`config.mk`:
```
export PLATFORM = sky130hd
export DESIGN_NAME = tlb_fill_ctrl
export DESIGN_NICKNAME = d
export VERILOG_FILES = /design/src/rtl/tlb_fill_ctrl_pkg.sv /design/src/rtl/tlb_victim_sel.sv /design/src/rtl/tlb_fill_ctrl.sv
export SDC_FILE = /design/constraint.sdc
export NUM_CORES = 1
export LEC_CHECK = 0
export CAP_MARGIN = 20
export CORE_ASPECT_RATIO = 0.9
export CORE_MARGIN = 10
export CORE_UTILIZATION = 42
export DETAILED_ROUTE_END_ITERATION = 10
export GPL_TIMING_DRIVEN = 1
export PLACE_DENSITY = 0.82
export SLEW_MARGIN = 5
export SYNTH_ARGS = -nofsm -noshare
export SYNTH_HDL_FRONTEND = slang
export SYNTH_HIERARCHICAL = 1
export SYNTH_SLANG_ARGS = --single-unit
```
`constraint.sdc`:
```
create_clock -name clk -period 2.7 [get_ports clk]
set_input_delay 0.27 -clock clk [delete_from_list [all_inputs] [get_ports clk]]
set_output_delay 0.27 -clock clk [all_outputs]
set_load 0.02 [all_outputs]
```
`src/rtl/tlb_fill_ctrl_pkg.sv`:
```
// tlb_fill_ctrl_pkg: shared sizes, field offsets, encodings and entry builder for the TLB fill sequencer
package tlb_fill_ctrl_pkg;
    localparam int ENTRIES = 8;
    localparam int IDX_W = 3;
    localparam int VPN_W = 20;
    localparam int PPN_W = 20;
    localparam int ATTR_W = 7;
    localparam int ENTRY_W = 1 + ATTR_W + VPN_W + PPN_W;
    // Entries are numbered big-endian: bit 0 is the valid flag, VPN sits at [8:27]
    localparam int VPN_LO = 1 + ATTR_W;
    localparam int VPN_HI = VPN_LO + VPN_W - 1;
    localparam logic [IDX_W-1:0] LAST_IDX = IDX_W'(ENTRIES - 1);

    typedef enum logic [1:0] {OP_NOP = 2'b00, OP_INSERT = 2'b01, OP_PURGE = 2'b10, OP_FLUSH = 2'b11} tlbOp_t;
    typedef enum logic [2:0] {IDLE, WRITE, SCAN, CLEAR, DONE} fillState_t;

    function automatic logic [0:ENTRY_W-1] buildEntry(input logic [ATTR_W-1:0] attr,
                                                      input logic [VPN_W-1:0] vpn,
                                                      input logic [PPN_W-1:0] ppn);
        return {1'b1, attr, vpn, ppn};
    endfunction
endpackage

```
`src/rtl/tlb_victim_sel.sv`:
```
// tlb_victim_sel: picks the lowest free TLB entry, falling back to the round-robin pointer when full
module tlb_victim_sel
    import tlb_fill_ctrl_pkg::*;
(
    input  logic [0:ENTRIES-1] validVec,
    input  logic [IDX_W-1:0]   rrPtr,
    output logic [IDX_W-1:0]   victim,
    output logic               allValid
);
    always_comb begin
        allValid = &validVec;
        victim = rrPtr;
        for (int i = ENTRIES - 1; i >= 0; i--) victim = validVec[i] ? victim : IDX_W'(i);
    end
endmodule

```
`src/rtl/tlb_fill_ctrl.sv`:
```
// tlb_fill_ctrl: owns the TLB RAM write port; sequences insert, purge-by-VPN and flush requests
module tlb_fill_ctrl
    import tlb_fill_ctrl_pkg::*;
(
    input  logic               clk,
    input  logic               rst,
    input  logic               reqValid,
    output logic               reqReady,
    input  logic [1:0]         reqOp,
    input  logic [VPN_W-1:0]   reqVpn,
    input  logic [PPN_W-1:0]   reqPpn,
    input  logic [ATTR_W-1:0]  reqAttr,
    output logic               doneValid,
    output logic               doneHit,
    output logic [IDX_W-1:0]   doneIdx,
    output logic [0:ENTRIES-1] validVec,
    output logic               ramWEnable,
    output logic [IDX_W-1:0]   ramWriteAdr,
    output logic [0:ENTRY_W-1] ramDataIn,
    output logic [IDX_W-1:0]   ramReadAdrA,
    input  logic [0:ENTRY_W-1] ramDataOutA
);
    fillState_t state, nextState;
    tlbOp_t opReg;
    logic [VPN_W-1:0] vpnReg;
    logic [PPN_W-1:0] ppnReg;
    logic [ATTR_W-1:0] attrReg;
    logic [IDX_W-1:0] rrPtr, scanIdx, idxReg, victim, wrIdx;
    logic hitReg, allValid, match;
    logic unusedRamBits;

    tlb_victim_sel victimSel (
        .validVec(validVec),
        .rrPtr(rrPtr),
        .victim(victim),
        .allValid(allValid)
    );

    // The RAM copy of the valid bit is deliberately ignored; validVec is authoritative
    assign unusedRamBits = ^{ramDataOutA[0:VPN_LO-1], ramDataOutA[VPN_HI+1:ENTRY_W-1]};
    assign match = state == SCAN && validVec[scanIdx] && ramDataOutA[VPN_LO:VPN_HI] == vpnReg;
    assign wrIdx = opReg == OP_INSERT ? victim : scanIdx;

    assign reqReady = state == IDLE && !rst;
    assign ramWEnable = state == WRITE || state == CLEAR;
    assign ramWriteAdr = state == WRITE ? wrIdx : state == CLEAR ? scanIdx : '0;
    assign ramDataIn = state == WRITE && opReg == OP_INSERT ? buildEntry(attrReg, vpnReg, ppnReg) : '0;
    assign ramReadAdrA = state == SCAN ? scanIdx : '0;
    assign doneValid = state == DONE;
    assign doneHit = doneValid & hitReg;
    assign doneIdx = doneValid ? idxReg : '0;

    always_comb begin
        nextState = state;
        case (state)
            IDLE:    nextState = !reqValid ? IDLE : reqOp == OP_INSERT ? WRITE :
                                 reqOp == OP_PURGE ? SCAN : reqOp == OP_FLUSH ? CLEAR : IDLE;
            SCAN:    nextState = match ? WRITE : scanIdx == LAST_IDX ? DONE : SCAN;
            WRITE:   nextState = DONE;
            CLEAR:   nextState = scanIdx == LAST_IDX ? DONE : CLEAR;
            default: nextState = IDLE;
        endcase
    end

    // scanIdx always returns to 0 before IDLE, so SCAN and CLEAR start from entry 0
    always_ff @(posedge clk or posedge rst) begin
        if (rst) begin
            state <= IDLE;
            opReg <= OP_NOP;
            vpnReg <= '0;
            ppnReg <= '0;
            attrReg <= '0;
            validVec <= '0;
            rrPtr <= '0;
            scanIdx <= '0;
            idxReg <= '0;
            hitReg <= 1'b0;
        end else begin
            state <= nextState;
            case (state)
                IDLE: if (reqValid) begin
                    opReg <= tlbOp_t'(reqOp);
                    vpnReg <= reqVpn;
                    ppnReg <= reqPpn;
                    attrReg <= reqAttr;
                end
                SCAN: if (!match) begin
                    scanIdx <= scanIdx + IDX_W'(1);
                    hitReg <= 1'b0;
                    idxReg <= '0;
                end
                WRITE: begin
                    validVec[wrIdx] <= opReg == OP_INSERT;
                    idxReg <= wrIdx;
                    hitReg <= 1'b1;
                    scanIdx <= '0;
                    if (opReg == OP_INSERT && allValid) rrPtr <= rrPtr + IDX_W'(1);
                end
                CLEAR: begin
                    scanIdx <= scanIdx + IDX_W'(1);
                    if (scanIdx == LAST_IDX) begin
                        validVec <= '0;
                        rrPtr <= '0;
                        idxReg <= '0;
                        hitReg <= 1'b1;
                    end
                end
                default: ;
            endcase
        end
    end
endmodule

```
==> results of run 1 <==
[power groups by stage]
stage / clock, W / combinational, W / sequential, W
floorplan: 0 / 0.00135 / 0.00183
global placement: 0 / 0.00197 / 0.00187
detailed placement: 0 / 0.00203 / 0.00190
CTS: 0.000950 / 0.00204 / 0.00188
global route: 0.000993 / 0.00221 / 0.00195
finish: 0.000923 / 0.00202 / 0.00188
[stage by stage]
| stage | setup TNS [ps] | cell area (sq um) | total power [W] | std cells | util (%) |
|---|---|---|---|---|---|
| after floorplan | 0 | 3633 | 0.003180 | 333 | - |
| after detailed placement | 0 | 5213 | 0.003932 | 584 | 61.41 |
| after global routing | -125.3 | 5482 | 0.005152 | 600 | 64.58 |
| final | 0 | 5482 | 0.004825 | 600 | 64.58 |
| after CTS | 0 | 5429 | 0.004873 | 600 | 63.96 |
| after global placement | 0 | 5213 | 0.003831 | 584 | 61.41 |
[layout make-up]
class | count | area [sq um] | share of cell area (%)
Sequential cell | 70 | 1752 | 31.96
Clock inverter | 6 | 86.33 | 1.575
Inverter | 4 | 15.01 | 0.2739
Multi-Input combinational cell | 240 | 1794 | 32.73
Timing Repair Buffer | 151 | 1558 | 28.42
Clock buffer | 10 | 127.6 | 2.328
Tap cell | 119 | 148.9 | 2.716
[worst max-delay path, delay by kind of cell, from the launching register on]
family                 cells  cell delay (ps)
buffers and inverters      3              960
DFF                        1              390
and+or+nand+nor            4              620
[cell usage after synthesis (all sizes together)]
master | n | share of area (%)
and3 | 7 | 1.2
xor2 | 16 | 3.9
mux2 | 52 | 16
nand3b | 2 | 0.41
a31oi | 2 | 0.34
o21ai | 10 | 1.4
and3b | 1 | 0.34
nor3 | 1 | 0.14
a311oi | 1 | 0.24
nor2 | 20 | 2.1
nand2 | 11 | 1.1
nand4 | 6 | 1.0
nor4b | 1 | 0.24
clkbuf | 11 | 1.1
a21o | 2 | 0.41
buf | 8 | 1.3
o31ai | 2 | 0.41
nand2b | 4 | 0.69
xnor2 | 5 | 1.2
a22o | 3 | 0.79
or4 | 1 | 0.21
ha | 3 | 1.0
nand3 | 16 | 2.2
o21a | 1 | 0.21
nor4 | 5 | 0.86
inv | 4 | 0.41
o211ai | 2 | 0.41
mux2i | 8 | 2.2
dfrtp | 70 | 48
nor2b | 1 | 0.17
a21oi | 6 | 0.83
and2 | 51 | 8.8
[worst paths after layout]
check / startpoint / endpoint / slack [ps] / cells after the start
max reg2reg: scanIdx[2]$_DFFE_PP0P_ / scanIdx[0]$_DFFE_PP0P_ / 270 / 6
min reg2reg: idxReg[0]$_DFFE_PP0P_ / idxReg[0]$_DFFE_PP0P_ / 490 / 1
min: rst / vpnReg[12]$_DFFE_PP0P_ / 410 / 2
max in group asynchronous: rst / ppnReg[9]$_DFFE_PP0P_ / 1640 / 3
max: state[2]$_DFF_PP0_ / ramDataIn[24] / 120 / 7
min in group clk: idxReg[0]$_DFFE_PP0P_ / idxReg[0]$_DFFE_PP0P_ / 490 / 1
[repair_timing]
action                     CTS  global route
pin swaps                    0             0
setup endpoints to repair   26            33
hold buffers                 0             0
gates resized for setup      1            20
[state kept, by name, summed over array words and instances (netlist names)]
| signal | cells |
|---|---|
| hitReg | 1 |
| scanIdx | 3 |
| vpnReg | 20 |
| attrReg | 7 |
| rrPtr | 3 |
| ppnReg | 20 |
| idxReg | 3 |
| opReg | 2 |
| state | 3 |
| validVec | 8 |
[cells by family after synthesis]
kind of cell / count (synthesis)
xor+xnor: 21
compound gates: 29
mux: 60
buf+inv: 23
fa+ha+maj: 3
simple gates: 127
flops: 70
[layer usage]
layer  part of all wire [%]  track usage [%]  vias up
li1                       -                -     1439
met1                     41            18.98     1451
met2                     48            26.65      125
met3                    8.5            6.305       18
met4                    2.3            6.790        0
met5                      0                0        -
==> flow_metrics.env, run 1 <==
export IMPL_synth_compound_area_share_pct=5.028
export IMPL_peakVddDrop_uv=345.1
export IMPL_clockBufferDepth=2
export IMPL_drt_total_wl_mm=10.42
export IMPL_power_density_nw_per_um2=880.1
export IMPL_crit_path_frequent_cell="nand2b_1"
export IMPL_seq_power_share_pct=39.1
export IMPL_slew_headroom_pct=59.55
export IMPL_rsz0062_at_grt="yes"
export IMPL_gp_congestion=0.8161
export IMPL_yosys_warnings=6
export IMPL_syn_cell_area_sq_um=3633
export IMPL_row_count=32
export IMPL_htree_levels=3
export IMPL_max_stage_delay_ps=610
export IMPL_synth_xor_xnor_area_share_pct=5.062
export IMPL_die_x_um=118.0
export IMPL_synth_simple_area_share_pct=19.52
export IMPL_cts_tree="built"
export IMPL_numCtsBuffers=9
export IMPL_grt_overflow_total=0
export IMPL_path_class="reg -> out"
export IMPL_intPower_w=0.003134
export IMPL_yosysSeqAreaShare_pct=48.21
export IMPL_fin_ws_ps=122.3
export IMPL_worst_ep_required_time_ps=2430
export IMPL_layout_common_cells="122 x clkdlybuf4s50_1, 70 x dfrtp_1, 52 x mux2_2, 51 x and2_1, 19 x nor2_1"
export IMPL_grt_use_total_pct=16.29
export IMPL_start_kind="flip-flop"
export IMPL_post_route_period_util_pct=95.47
export IMPL_synth_adder_area_share_pct=1.033
export IMPL_io_pins=169
export IMPL_syn_area_per_cell_sq_um=10.91
export IMPL_clkPwrFrac_pct=19.1
export IMPL_fill_cells=702
export IMPL_post_cts_setup_buffers=0
export IMPL_clock_root_buffer="clkbuf_8"
export IMPL_drv_slew=0
export IMPL_clk_latency_ps=340
export IMPL_wl_per_cell_um=17.37
export IMPL_synthCells=333
export IMPL_crit_path_top_delay_cell="clkdlybuf4s50_1"
export IMPL_core_sq_um=8488
export IMPL_initial_core_util_pct=42.81
export IMPL_ant_nets=0
export IMPL_maxCapViolCount=0
export IMPL_max_freq_mhz=387.9
export IMPL_hpwl_mm=7.960
export IMPL_grt_start_max_net_pins=52
export IMPL_worstMarginPinSlew_ps=605.9
export IMPL_drtPass1Iterations=4
export IMPL_grt_pass1_vias=3223
export IMPL_ys_ff_latch=70
export IMPL_die_area_sq_um=12780
export IMPL_antenna_cells=0
export IMPL_critPathMaxFanout=29
export IMPL_antenna_found_initial=0
export IMPL_drc=0
export IMPL_drtIter0Drc=89
export IMPL_nets=579
export IMPL_endpoint_kind="primary output"
export IMPL_ys_types=35
export IMPL_layout_commonest_cell="clkdlybuf4s50_1"
export IMPL_clock_sinks=70
export IMPL_die_h_um=108.2
export IMPL_drive_gt1_share_pct=18.09
export IMPL_switching_power_w=0.001690
export IMPL_io_buffers=140
export IMPL_vias=3033
export IMPL_p_sw_share_pct=35.03
export IMPL_clock_skew_ps=9.622
export IMPL_grt_first_pass_wirelength_mm=16.77
export IMPL_whs_ps=405.2
export IMPL_dpl_worst_slack_ps=197.2
export IMPL_via_per_inst=5.055
export IMPL_critPathArrivalTime_ps=2310
export IMPL_synth_top_family_by_area="simple AND/OR/NAND/NOR gates"
export IMPL_hold_viol=0
export IMPL_holdCritPathClass="in -> async"
export IMPL_p_leak_nw=2.594
export IMPL_outcome="finished, final reports clean"
export IMPL_path_cells="nand2b_1 > inv_1 > nand2b_1 > nor2_2 > buf_6 > and2_1 > clkdlybuf4s50_1"
export IMPL_syn2layout_area_growth_pct=50.86
export IMPL_setup_violations_final=0
export IMPL_comb_power_share_pct=41.8
export IMPL_path_clk_slew_ps=80
export IMPL_syn_num_nets=436
export IMPL_synth_mux_area_share_pct=18.32
export IMPL_fin_crit_ps=2578
No activity file was read; power rests on OpenSTA's default activity.
==> run 2: changes to the inputs <==
--- a/config.mk
+++ b/config.mk
@@ -8,10 +8,11 @@
 export CAP_MARGIN = 20
 export CORE_ASPECT_RATIO = 0.9
 export CORE_MARGIN = 10
-export CORE_UTILIZATION = 42
+export CORE_UTILIZATION = 43
+export CTS_BUF_LIST = sky130_fd_sc_hd__clkbuf_4
+export CTS_CLUSTER_SIZE = 30
 export DETAILED_ROUTE_END_ITERATION = 10
-export GPL_TIMING_DRIVEN = 1
-export PLACE_DENSITY = 0.82
+export PLACE_DENSITY = 0.83
 export SLEW_MARGIN = 5
 export SYNTH_ARGS = -nofsm -noshare
 export SYNTH_HDL_FRONTEND = slang
==> run 2 against run 1 <==
Effect of this change: combinational power about the same; cell area about the same; routed wire length increased by 0.59%; largest cell class unchanged; highest routed layer unchanged.
==> flow_metrics.env, run 2 (same netlist as run 1, synthesis figures left out) <==
export IMPL_worst_ep_required_time_ps=2430
export IMPL_outcome="finished, final reports clean"
export IMPL_p_leak_nw=3.097
export IMPL_drive_gt1_share_pct=19.46
export IMPL_cts_hold_buf=0
export IMPL_power_density_nw_per_um2=836.5
export IMPL_grt_first_pass_wirelength_mm=16.62
export IMPL_drtIter0Drc=74
export IMPL_wl_per_cell_um=17.98
export IMPL_clock_sinks=70
export IMPL_peakVddDrop_uv=355.1
export IMPL_drv_slew=0
export IMPL_via_per_inst=5.247
export IMPL_crit_path_frequent_cell="nor2_1"
export IMPL_layout_commonest_cell="clkdlybuf4s50_1"
export IMPL_critPathArrivalTime_ps=2300
export IMPL_row_count=31
export IMPL_start_kind="flip-flop"
export IMPL_die_x_um=116.9
export IMPL_htree_levels=3
export IMPL_ant_nets=0
export IMPL_hpwl_mm=8.052
export IMPL_fin_crit_ps=2572
export IMPL_path_cells="nand4_1 > nor2_1 > mux2i_2 > nor2_1 > a21oi_1 > nor2_1 > clkdlybuf4s50_1"
export IMPL_top_regs="ppnReg x20, vpnReg x20, validVec x8"
export IMPL_cts_tree="built"
export IMPL_core_sq_um=8145
export IMPL_grt_pass1_vias=3271
export IMPL_max_stage_delay_ps=620
export IMPL_gp_congestion=0.8157
export IMPL_vias=3059
export IMPL_power_w=0.004581
export IMPL_setup_violations_final=0
export IMPL_drtPass1Iterations=4
export IMPL_slew_headroom_pct=57.13
export IMPL_io_buffers=140
export IMPL_clockBufferDepth=2
export IMPL_drt_total_wl_mm=10.48
export IMPL_setup_tns_ps=0
export IMPL_worst_path_buf_inv=1
export IMPL_holdCritPathClass="in -> async"
export IMPL_endpoint_kind="primary output"
export IMPL_post_route_period_util_pct=95.26
export IMPL_grt_start_max_net_pins=32
export IMPL_syn2layout_area_growth_pct=50.72
export IMPL_crit_family="simple AND/OR/NAND/NOR gates"
export IMPL_drc=0
export IMPL_worstMarginPinSlew_ps=642.1
export IMPL_grt_use_total_pct=16.65
export IMPL_critPathMaxFanout=7
export IMPL_path_class="reg -> out"
export IMPL_max_freq_mhz=388.8
export IMPL_antenna_found_initial=0
export IMPL_die_h_um=107.2
export IMPL_grt_overflow_total=0
export IMPL_layout_common_cells="93 x clkdlybuf4s50_1, 65 x dfrtp_1, 52 x mux2_2, 51 x and2_1, 47 x dlymetal6s2s_1"
export IMPL_crit_path_top_delay_cell="clkdlybuf4s50_1"
export IMPL_hold_viol=0
export IMPL_clock_root_buffer="clkbuf_4"
export IMPL_numCtsBuffers=9
export IMPL_die_area_sq_um=12530
export IMPL_io_pins=169
export IMPL_nets=581
export IMPL_path_clk_slew_ps=120
export IMPL_maxCapViolCount=0
export IMPL_initial_core_util_pct=44.61
export IMPL_rsz0062_at_grt="no"
export IMPL_clk_latency_ps=420
export IMPL_clock_skew_ps=14.12
-- run 2: cell types whose count changed in the layout (fill, tap and decap cells not counted), sizes merged --
cell           before  now
buf                11   13
bufinv              2    1
clkdlybuf4s50     122   93
clkinvlp            1    2
diode               0    1
dlymetal6s2s       18   47
-- run 2: final cells by class --
type                            instances  area [sq um]
Fill cell                             659          2669
Antenna cell                            1         2.502
Tap cell                               99         123.9
Multi-Input combinational cell        240          1799
Clock buffer                           10         75.07
Timing Repair Buffer                  153          1640
Inverter                                4         15.01
Sequential cell                        70          1758
Clock inverter                          6         62.56
-- run 2: timing repair --
item | 4_1_cts | 5_1_grt
setup buffers | 0 | 0
gates resized for setup | 2 | 56
setup endpoints to repair | 34 | 50
pin swaps | 0 | 0
-- run 2: path summary, 6_finish.rpt --
check	start	to	slack [ps]	depth (start not counted)
min	rst	validVec[7]$_DFFE_PP0P_	290	2
max in group asynchronous	rst	attrReg[0]$_DFFE_PP0P_	1800	3
max reg2reg	scanIdx[2]$_DFFE_PP0P_	scanIdx[0]$_DFFE_PP0P_	370	6
max	validVec[0]$_DFFE_PP0P_	ramWriteAdr[2]	130	7
min in group clk	reqPpn[12]	ppnReg[12]$_DFFE_PP0P_	450	2
min reg2reg	idxReg[0]$_DFFE_PP0P_	idxReg[0]$_DFFE_PP0P_	500	1
-- run 2: worst reg2reg max path, delay by kind of cell (launching register included) --
family,cells,cell delay [ps]
flops,1,590
simple gates,2,780
compound gates,2,450
mux,2,410
-- run 2: power by group --
group,total (W),internal (W),switching [W]
logic,0.00202,0.00109,0.000930
registers,0.00190,0.00152,0.000373
clock network,0.000666,0.000289,0.000377
total,0.00458,0.00290,0.00168
-- run 2: stage by stage --
stage / util, % / worst slack [ps] / instance area [sq um] / hold slack [ps] / instances
global route: 67.20 / 1.520 / 5474 / 339.4 / 582
floorplan: - / 546.6 / 3633 / 388.0 / 333
global placement: 63.72 / 246.9 / 5190 / 463.1 / 566
finish: 67.24 / 127.9 / 5477 / 288.9 / 583
CTS: 65.47 / 0.1319 / 5333 / 283.0 / 582
detailed placement: 63.72 / 231.4 / 5190 / 470.1 / 566
-- run 2: metal layers --
layer	wire, um	vias to the layer above	GRT usage, %	part of all wire (%)
li1	-	1449	-	-
met1	4175	1484	18.70	40
met2	5201	108	28.06	50
met3	909	18	7.581	8.7
met4	194	0	4.145	1.9
met5	0	-	0	0
